**src/rtl/seg7_scan_driver.sv**
```systemverilog
// seg7_scan_driver: frame-snapshotted 4-digit multiplexed 7-segment driver with PWM dimming
module seg7_scan_driver #(
    parameter int unsigned SUBSLOT_CYCLES = 6250
) (
    input  logic        clk,
    input  logic        reset,
    input  logic [15:0] digits_in,
    input  logic [3:0]  dp_in,
    input  logic        lz_blank,
    input  logic [2:0]  brightness,
    output logic [3:0]  an,
    output logic [6:0]  seg,
    output logic        dp,
    output logic        frame_start
);
    localparam int PW = (SUBSLOT_CYCLES > 1) ? $clog2(SUBSLOT_CYCLES) : 1;

    logic [PW-1:0] pre_q, pre_d;
    logic [2:0]    sub_q, sub_d;
    logic [1:0]    idx_q, idx_d;
    logic [15:0]   dig_q;
    logic [3:0]    dpm_q;
    logic          lz_q;
    logic          pt, sub_wrap, frame_wrap, active;
    logic [3:0]    cur;
    logic [3:0]    blk;
    logic [6:0]    glyph;
    logic [3:0]    an_d;
    logic [6:0]    seg_d;
    logic          dp_d;

    assign pt         = pre_q == PW'(SUBSLOT_CYCLES - 1);
    assign sub_wrap   = pt && sub_q == 3'd7;
    assign frame_wrap = sub_wrap && idx_q == 2'd3;
    assign active     = sub_q <= brightness;
    assign cur        = dig_q[idx_q*4 +: 4];

    // scan counters: prescaler -> PWM sub-slot -> digit index
    always_comb begin
        pre_d = pt ? '0 : pre_q + 1'b1;
        sub_d = pt ? sub_q + 3'd1 : sub_q;
        idx_d = sub_wrap ? idx_q + 2'd1 : idx_q;
    end

    // leading-zero mask: digit k blanks only when it and every higher digit is zero
    always_comb begin
        blk[3] = lz_q && dig_q[15:12] == 4'd0;
        blk[2] = blk[3] && dig_q[11:8] == 4'd0;
        blk[1] = blk[2] && dig_q[7:4] == 4'd0;
        blk[0] = 1'b0;
    end

    // BCD glyph decode; 10-14 show a dash, 15 is the upstream blank code
    always_comb begin
        glyph = 7'h3F;
        case (cur)
            4'd0: glyph = 7'h40;
            4'd1: glyph = 7'h79;
            4'd2: glyph = 7'h24;
            4'd3: glyph = 7'h30;
            4'd4: glyph = 7'h19;
            4'd5: glyph = 7'h12;
            4'd6: glyph = 7'h02;
            4'd7: glyph = 7'h78;
            4'd8: glyph = 7'h00;
            4'd9: glyph = 7'h10;
            4'd15: glyph = 7'h7F;
            default: glyph = 7'h3F;
        endcase
    end

    // pin values; blanked digits still assert their anode so PWM timing stays uniform
    always_comb begin
        an_d  = active ? ~(4'b0001 << idx_q) : 4'hF;
        seg_d = (active && !blk[idx_q]) ? glyph : 7'h7F;
        dp_d  = active ? ~dpm_q[idx_q] : 1'b1;
    end

    // counter and registered-output state
    always_ff @(posedge clk) begin
        if (reset) begin
            pre_q       <= '0;
            sub_q       <= '0;
            idx_q       <= '0;
            an          <= 4'hF;
            seg         <= 7'h7F;
            dp          <= 1'b1;
            frame_start <= 1'b0;
        end else begin
            pre_q       <= pre_d;
            sub_q       <= sub_d;
            idx_q       <= idx_d;
            an          <= an_d;
            seg         <= seg_d;
            dp          <= dp_d;
            frame_start <= frame_wrap;
        end
    end

    // snapshot follows the inputs during reset and reloads only at frame boundaries
    always_ff @(posedge clk) begin
        if (reset || frame_wrap) begin
            dig_q <= digits_in;
            dpm_q <= dp_in;
            lz_q  <= lz_blank;
        end
    end
endmodule

```
**config.mk**
```make
export PLATFORM = sky130hd
export DESIGN_NAME = seg7_scan_driver
export DESIGN_NICKNAME = d
export VERILOG_FILES = /design/src/rtl/seg7_scan_driver.sv
export SDC_FILE = /design/constraint.sdc
export NUM_CORES = 1
export LEC_CHECK = 0
export CORE_ASPECT_RATIO = 1.5
export CORE_UTILIZATION = 52
export CTS_CLUSTER_DIAMETER = 120
export DETAILED_ROUTE_END_ITERATION = 16
export PLACE_DENSITY = 0.79
export REMOVE_ABC_BUFFERS = 1
export SETUP_SLACK_MARGIN = 0.15
export SYNTH_ARGS = -nofsm -noshare
export SYNTH_HDL_FRONTEND = slang
export SYNTH_SLANG_ARGS = --single-unit
```
**constraint.sdc**
```tcl
create_clock -name clk -period 2.42 [get_ports clk]
set_clock_uncertainty 0.2 [all_clocks]
set_input_delay 0.363 -clock clk [delete_from_list [all_inputs] [get_ports clk]]
set_output_delay 0.363 -clock clk [all_outputs]
set_load 0.005 [all_outputs]
```
* Yosys cells after proc, flatten, opt, wreduce, memory -nomap -nowiden
Memory sizes are Yosys's and may differ from the RTL's. A register that Yosys moved wholly into a read port is not among the register bits.
Cells that the tools add are included.
Widths: inputs -> output; s select.
** Cells by class
- Eq/ne operators :: 3
- Shift-type cells :: 2
- Mux-type cells :: 4
- Reduce and logical (&&, ||, !) cells :: 14
- Add/sub/neg operators :: 3
- Bitwise logic cells :: 4
- $lt $le $gt $ge :: 2
** Operator list (count)
- $shiftx 16x5->4 :: 1
- $add 13x1->13 const B :: 1
- $eq 13x13->1 const B :: 1
- $logic_not 4->1 :: 3
- $logic_and 1x1->1 :: 6
- $reduce_or 2->1 :: 3
- $bmux 1 s2 :: 2
- $not 4->4 :: 1
- $shl 1x2->4 const A :: 1
- $add 3x1->3 const B :: 1
- $eq 3x3->1 const B :: 1
- $le 3x3->1 :: 1
- $lt 2x3->1 const B :: 1
- $not 1->1 :: 3
- $add 2x1->2 const B :: 1
- $eq 2x2->1 const B :: 1
- $mux 1 :: 2
- $logic_not 1->1 :: 1
- $logic_or 1x1->1 :: 1
** Storage, ports and cells
- Logic and storage cells :: 42
- Memories kept :: 1
- Input bits :: 26
- Output and inout port bits :: 13
- Bits in read-only memories :: 112
- Register bits :: 45
** Memory list
- (no name shown) :: depth 16, bits a word 7, rd ports 1, clocked after memory_dff 1, write ports 0, RTL line 56 : case (cur)

* Logic depth before layout (Yosys ltp)
- Depth after elaboration :: 10
- Mapped depth :: 7

* Worst setup path before layout
No wires, ideal clock.
- Path type :: register -> register
- Start :: register pre_q[0]
- End :: register dig_q[0], enable pin
- Arrival time :: 1.606 ns
- Path slack :: 0.236 ns
- Setup time :: 0.378 ns
- Data required time :: 1.842 ns
- Buffers on the path :: 0
- Cell stages (with the launch flop) :: 6
- Cells stage by stage :: dfxtp_1 > ha_1 > and4b_1 > nand4_1 > or2_1 > nand2_1
** On the way
- Longest elaborated chain between the ends :: 4
** RTL lines
- start, declared :: RTL line 18 : logic [PW-1:0] pre_q, pre_d;
- start signal, assigned :: RTL line 90 : pre_q <= pre_d;
- $eq 13x13->1 :: RTL line 32 : assign pt = pre_q == PW'(SUBSLOT_CYCLES - 1);
- $logic_and 1x1->1 :: RTL line 33 : assign sub_wrap = pt && sub_q == 3'd7;
- $logic_and 1x1->1 :: RTL line 34 : assign frame_wrap = sub_wrap && idx_q == 2'd3;
- $logic_or 1x1->1 :: RTL line 102 : if (reset || frame_wrap) begin
- end signal, assigned :: RTL line 103 : dig_q <= digits_in;
- end, declared :: RTL line 21 : logic [15:0] dig_q;
No other way between the ends.
A chain may end at the register's enable or synchronous reset.

* Worst setup path after layout
- Start :: register idx_q[1]
- End :: register seg[5]
** On the way
- Longest elaborated chain between the ends :: 6
** RTL lines
- start, declared :: RTL line 20 : logic [1:0] idx_q, idx_d;
- start signal, assigned :: RTL line 92 : idx_q <= idx_d;
- $bmux 1 s2 :: RTL line 75 : seg_d = (active && !blk[idx_q]) ? glyph : 7'h7F;
- $mux 1 (implied by the code) :: RTL line 75
- $logic_not 1->1 :: RTL line 75
- $logic_and 1x1->1 :: RTL line 75
- $not 1->1 (no source line)
- $reduce_or 2->1 (no source line)
- end, declared :: RTL line 12 : output logic [6:0] seg,
Parallel ways exist; a longest one is shown, timed or not. The select of a mux whose other input is x is not followed.

==> results by group <==
Outcome
  • Status: finished clean

STA
  • TNS Setup: 0 ns
  • Final slew viol count: 0
  • Transition time at the pin with the least slew margin: ~0.45 ns
  • Part of the cycle the worst path needs: 0.8750
  • Setup-failing EPs final: 0
  • Hold violation count in the final report: 0
  • Final worst path period need: ~2.1 ns
  • Worst Setup Slack, final: 0.3026 ns
  • F_max: about 470 MHz
  • Setup repair after global routing missed its margin: false
  • Max_slew headroom: 0.7021

Power and ir drop
  • Total power consumption of the routed design: 0.001685 W
  • Power spent charging and discharging nets: between 0.0003 and 0.0004 W
  • Peak supply drop: 0.4877 mV
  • Clock share of power: 0.339
  • Switching power share of the total: 0.2009
  • Sequential share of power: 0.573
  • Combinational Power Share: 0.088
  • PD cells: 596.7 nW/µm²
  • Leakage power: 1.103 nW
  • Internal power of the cells: 0.001346 W

Clock network
  • CTS tree: built
  • Library cell used as clock root buffer: sky130_fd_sc_hd__clkbuf_8
  • Hold-fix buffers at CTS: 0
  • CTS clock-pin slew for the worst setup and hold paths: 0.09 ns
  • Maximum level of the CTS H-tree: 2
  • Number of CTS-inserted buffers: 5
  • Count of clock tree sinks: 52
  • Maximum count of clock buffers along a single path: 2
  • Later-pin clock latency in the skew report: ~0.3 ns

Final layout
  • Commonest cells after routing, fill and taps aside: sky130_fd_sc_hd__clkdlybuf4s50_1 (38), sky130_fd_sc_hd__dfxtp_1 (30), sky130_fd_sc_hd__edfxtp_1 (21), sky130_fd_sc_hd__nor2_1 (20)
  • Nets@finish: between 200 and 300
  • Final design utilization: 0.6709
  • Combined flip-flop and latch cell area: 1252 µm²
  • Final cell count without fillers: 283
  • Fraction of final layout cells sized beyond drive strength 1: 0.1013
  • N_diodes: 0
  • Most common cell after layout, fill and taps aside: sky130_fd_sc_hd__clkdlybuf4s50_1
  • Area growth from synthesis to final layout: 24.35%
  • FILL cells: 322
  • Multi-input logic area: 930.9 µm²

Floorplanning
  • Height of the die: between 80 and 90 µm
  • Area of the core: approximately 4200 µm²
  • Die area: roughly 4600 µm²
  • Starting Density: 0.5395
  • Site Rows: 29
  • Ports placed on the boundary: 39
  • Die Wd: 55.96 µm

Flow run
  • Max_cap viols: 0

Yosys
  • Post-Synthesis Mean Instance Area: 11.83 µm²
  • Gate count after technology mapping: roughly 190
  • Share of the synthesized area in the top cell type: 0.2777
  • Seq cells post-synth: 52
  • Number of warnings issued by yosys: 0
  • Async S/R FF share, synth: 0
  • Post-Syn Area: about 2300 µm²
  • Number of enable-type register cells in the synthesized netlist: 21
  • Library cell occupying the most area in the post-synthesis netlist: sky130_fd_sc_hd__edfxtp_1
  • Sequential-to-total area share from yosys stat: 0.5510
  • Most frequently used flop master after synthesis: sky130_fd_sc_hd__dfxtp_1
  • Leading cell types by total area after synthesis: sky130_fd_sc_hd__edfxtp_1 (28%), sky130_fd_sc_hd__dfxtp_1 (27%), sky130_fd_sc_hd__ha_1 (8.8%), sky130_fd_sc_hd__nor2_1 (3.3%), sky130_fd_sc_hd__mux4_2 (3.0%)
  • Number of library cell types mapped by synthesis: between 40 and 50

GRT
  • Antenna violations before repair: 0
  • Pin count of the biggest net entering global routing: 22
  • First-pass GRT wire length: around 6300 µm
  • Remaining Overflow, GRT: 0
  • Via count of the first global-routing pass: 1510
  • GRT Util Overall: 0.1738

Min path
  • Tightest Hold Check Type: register to register

Worst setup path
  • WS Path Type: register to register
  • CP Max Fanout: 11
  • Required time of the worst setup path: approximately 2.4 ns
  • Type of element launching the critical path: register
  • Biggest cell delay along the critical path: 0.56 ns
  • Critical path, cell by cell: mux4_2 > inv_1 > ha_1 > nor2_1 > a211oi_1 > o21ai_1
  • Category of the worst setup path capture point: register
  • Arrival time of the worst setup path: 2.10 ns
  • Crit-path slowest cell: sky130_fd_sc_hd__dfxtp_1

Placed design
  • Placed Cells: 275
  • Post-detail-place hpwl: 2748 µm
  • Post-Place Setup Slack: ~0.19 ns
  • Final weighted congestion in routability-driven placement: 0.8547
  • Count of port buffers added during placement: 38

Detailed routing
  • Post-route DRC violation count: 0
  • Via-per-instance ratio: around 5.4
  • DRT Wirelength: roughly 3600 µm
  • First DRT Iteration DRCs: 29
  • DRT antenna net count: 0
  • Average detailed-routed wire length per instance: 12.74 µm
  • Number of optimization iterations in the first detailed-route pass: 4
  • Count of vias placed by the detailed router: 1527
-- worst paths after layout --
kind	start	endpoint	slack, ns	cells past startpoint
worst max-delay path	idx_q[1]$_SDFFE_PP0P_	seg[5]$_SDFF_PP1_	0.30	6
worst min-delay path	pre_q[0]$_SDFF_PP0_	pre_q[0]$_SDFF_PP0_	0.29	1
worst max register to register	idx_q[1]$_SDFFE_PP0P_	seg[5]$_SDFF_PP1_	0.30	6
worst min register to register	pre_q[0]$_SDFF_PP0_	pre_q[0]$_SDFF_PP0_	0.29	1
-- routing by layer --
layer,wire length (µm),track usage,part of all wire
met1,1491,0.1845,0.41
met2,1881,0.3122,0.52
met4,108,0.1020,0.030
met3,124,0.03427,0.034
met5,0,0,0
-- flip-flops by register name, summed over array words and instances (netlist names) --
register     cells
lz_q             1
an               4
frame_start      1
dig_q           16
dpm_q            4
sub_q            3
idx_q            2
dp               1
pre_q           13
seg              7
-- cells in the mapped netlist, types with 2 or more instances --
cell and count:
sky130_fd_sc_hd__nand2_1 14, sky130_fd_sc_hd__mux4_2 3, sky130_fd_sc_hd__buf_2 2, sky130_fd_sc_hd__dfxtp_1 31, sky130_fd_sc_hd__ha_1 16, sky130_fd_sc_hd__edfxtp_1 21, sky130_fd_sc_hd__nand3_1 6, sky130_fd_sc_hd__nand4_1 2
sky130_fd_sc_hd__mux4_1 2, sky130_fd_sc_hd__xnor2_1 7, sky130_fd_sc_hd__mux2i_1 3, sky130_fd_sc_hd__xor2_1 5, sky130_fd_sc_hd__inv_1 16, sky130_fd_sc_hd__nor2_1 20, sky130_fd_sc_hd__o21ai_0 3, sky130_fd_sc_hd__a21oi_1 2
sky130_fd_sc_hd__nor4_1 3, sky130_fd_sc_hd__and3_2 2, sky130_fd_sc_hd__nor3_1 8, sky130_fd_sc_hd__and4_1 2, sky130_fd_sc_hd__o21ai_1 4
-- critical path, delay by kind of cell (launching register included) --
family / cells / cell delay [ns]
flip-flops: 1 / 0.56
multiplexers: 1 / 0.46
AO/OA/AOI/OAI: 2 / 0.34
adder cells (fa/ha/maj): 1 / 0.24
buffers and inverters: 1 / 0.14
AND/OR/NAND/NOR: 1 / 0.07
-- metrics by stage --
step / area (µm²) / hold WS [ns]
finish: 2824 / 0.2885
global route: 2824 / 0.3060
CTS: 2826 / 0.2864
detailed placement: 2719 / 0.2654
global placement: 2719 / 0.2572
floorplan: 2246 / 0.2354
-- power by group through the flow --
| stage | clock network [W] | registers, W | logic [W] |
|---|---|---|---|
| 5_1_grt | 0.000619 | 0.000970 | 0.000161 |
| 4_1_cts | 0.000589 | 0.000967 | 0.000148 |
| 2_1_floorplan | 0 | 0.000985 | 0.0000594 |
| 3_3_place_gp | 0 | 0.000986 | 0.000145 |
| 3_5_place_dp | 0 | 0.000987 | 0.000148 |
| 6_report | 0.000571 | 0.000966 | 0.000148 |
-- kinds of logic after synthesis --
| logic type | synth area share |
|---|---|
| AND/OR/NAND/NOR | 0.1504 |
| flip-flops | 0.5510 |
| buffers and inverters | 0.03746 |
| AO/OA/AOI/OAI | 0.06061 |
| adder cells (fa/ha/maj) | 0.08815 |
| XOR/XNOR | 0.04628 |
| multiplexers | 0.06611 |
-- what timing repair did --
item	in CTS	in global routing
endpoints found under the hold margin	0	0
setup endpoints to repair	0	1
buffers inserted	0	0
gates resized for setup	0	2
-- final cells by class --
type | count | share of cell area
Tap cell | 46 | 0.02038
Sequential cell | 52 | 0.4435
Multi-Input combinational cell | 120 | 0.3296
Clock buffer | 6 | 0.02570
Timing Repair Buffer | 41 | 0.1471
Inverter | 16 | 0.02127
Clock inverter | 2 | 0.01241
Note: power is estimated with default switching activity, not from simulation.
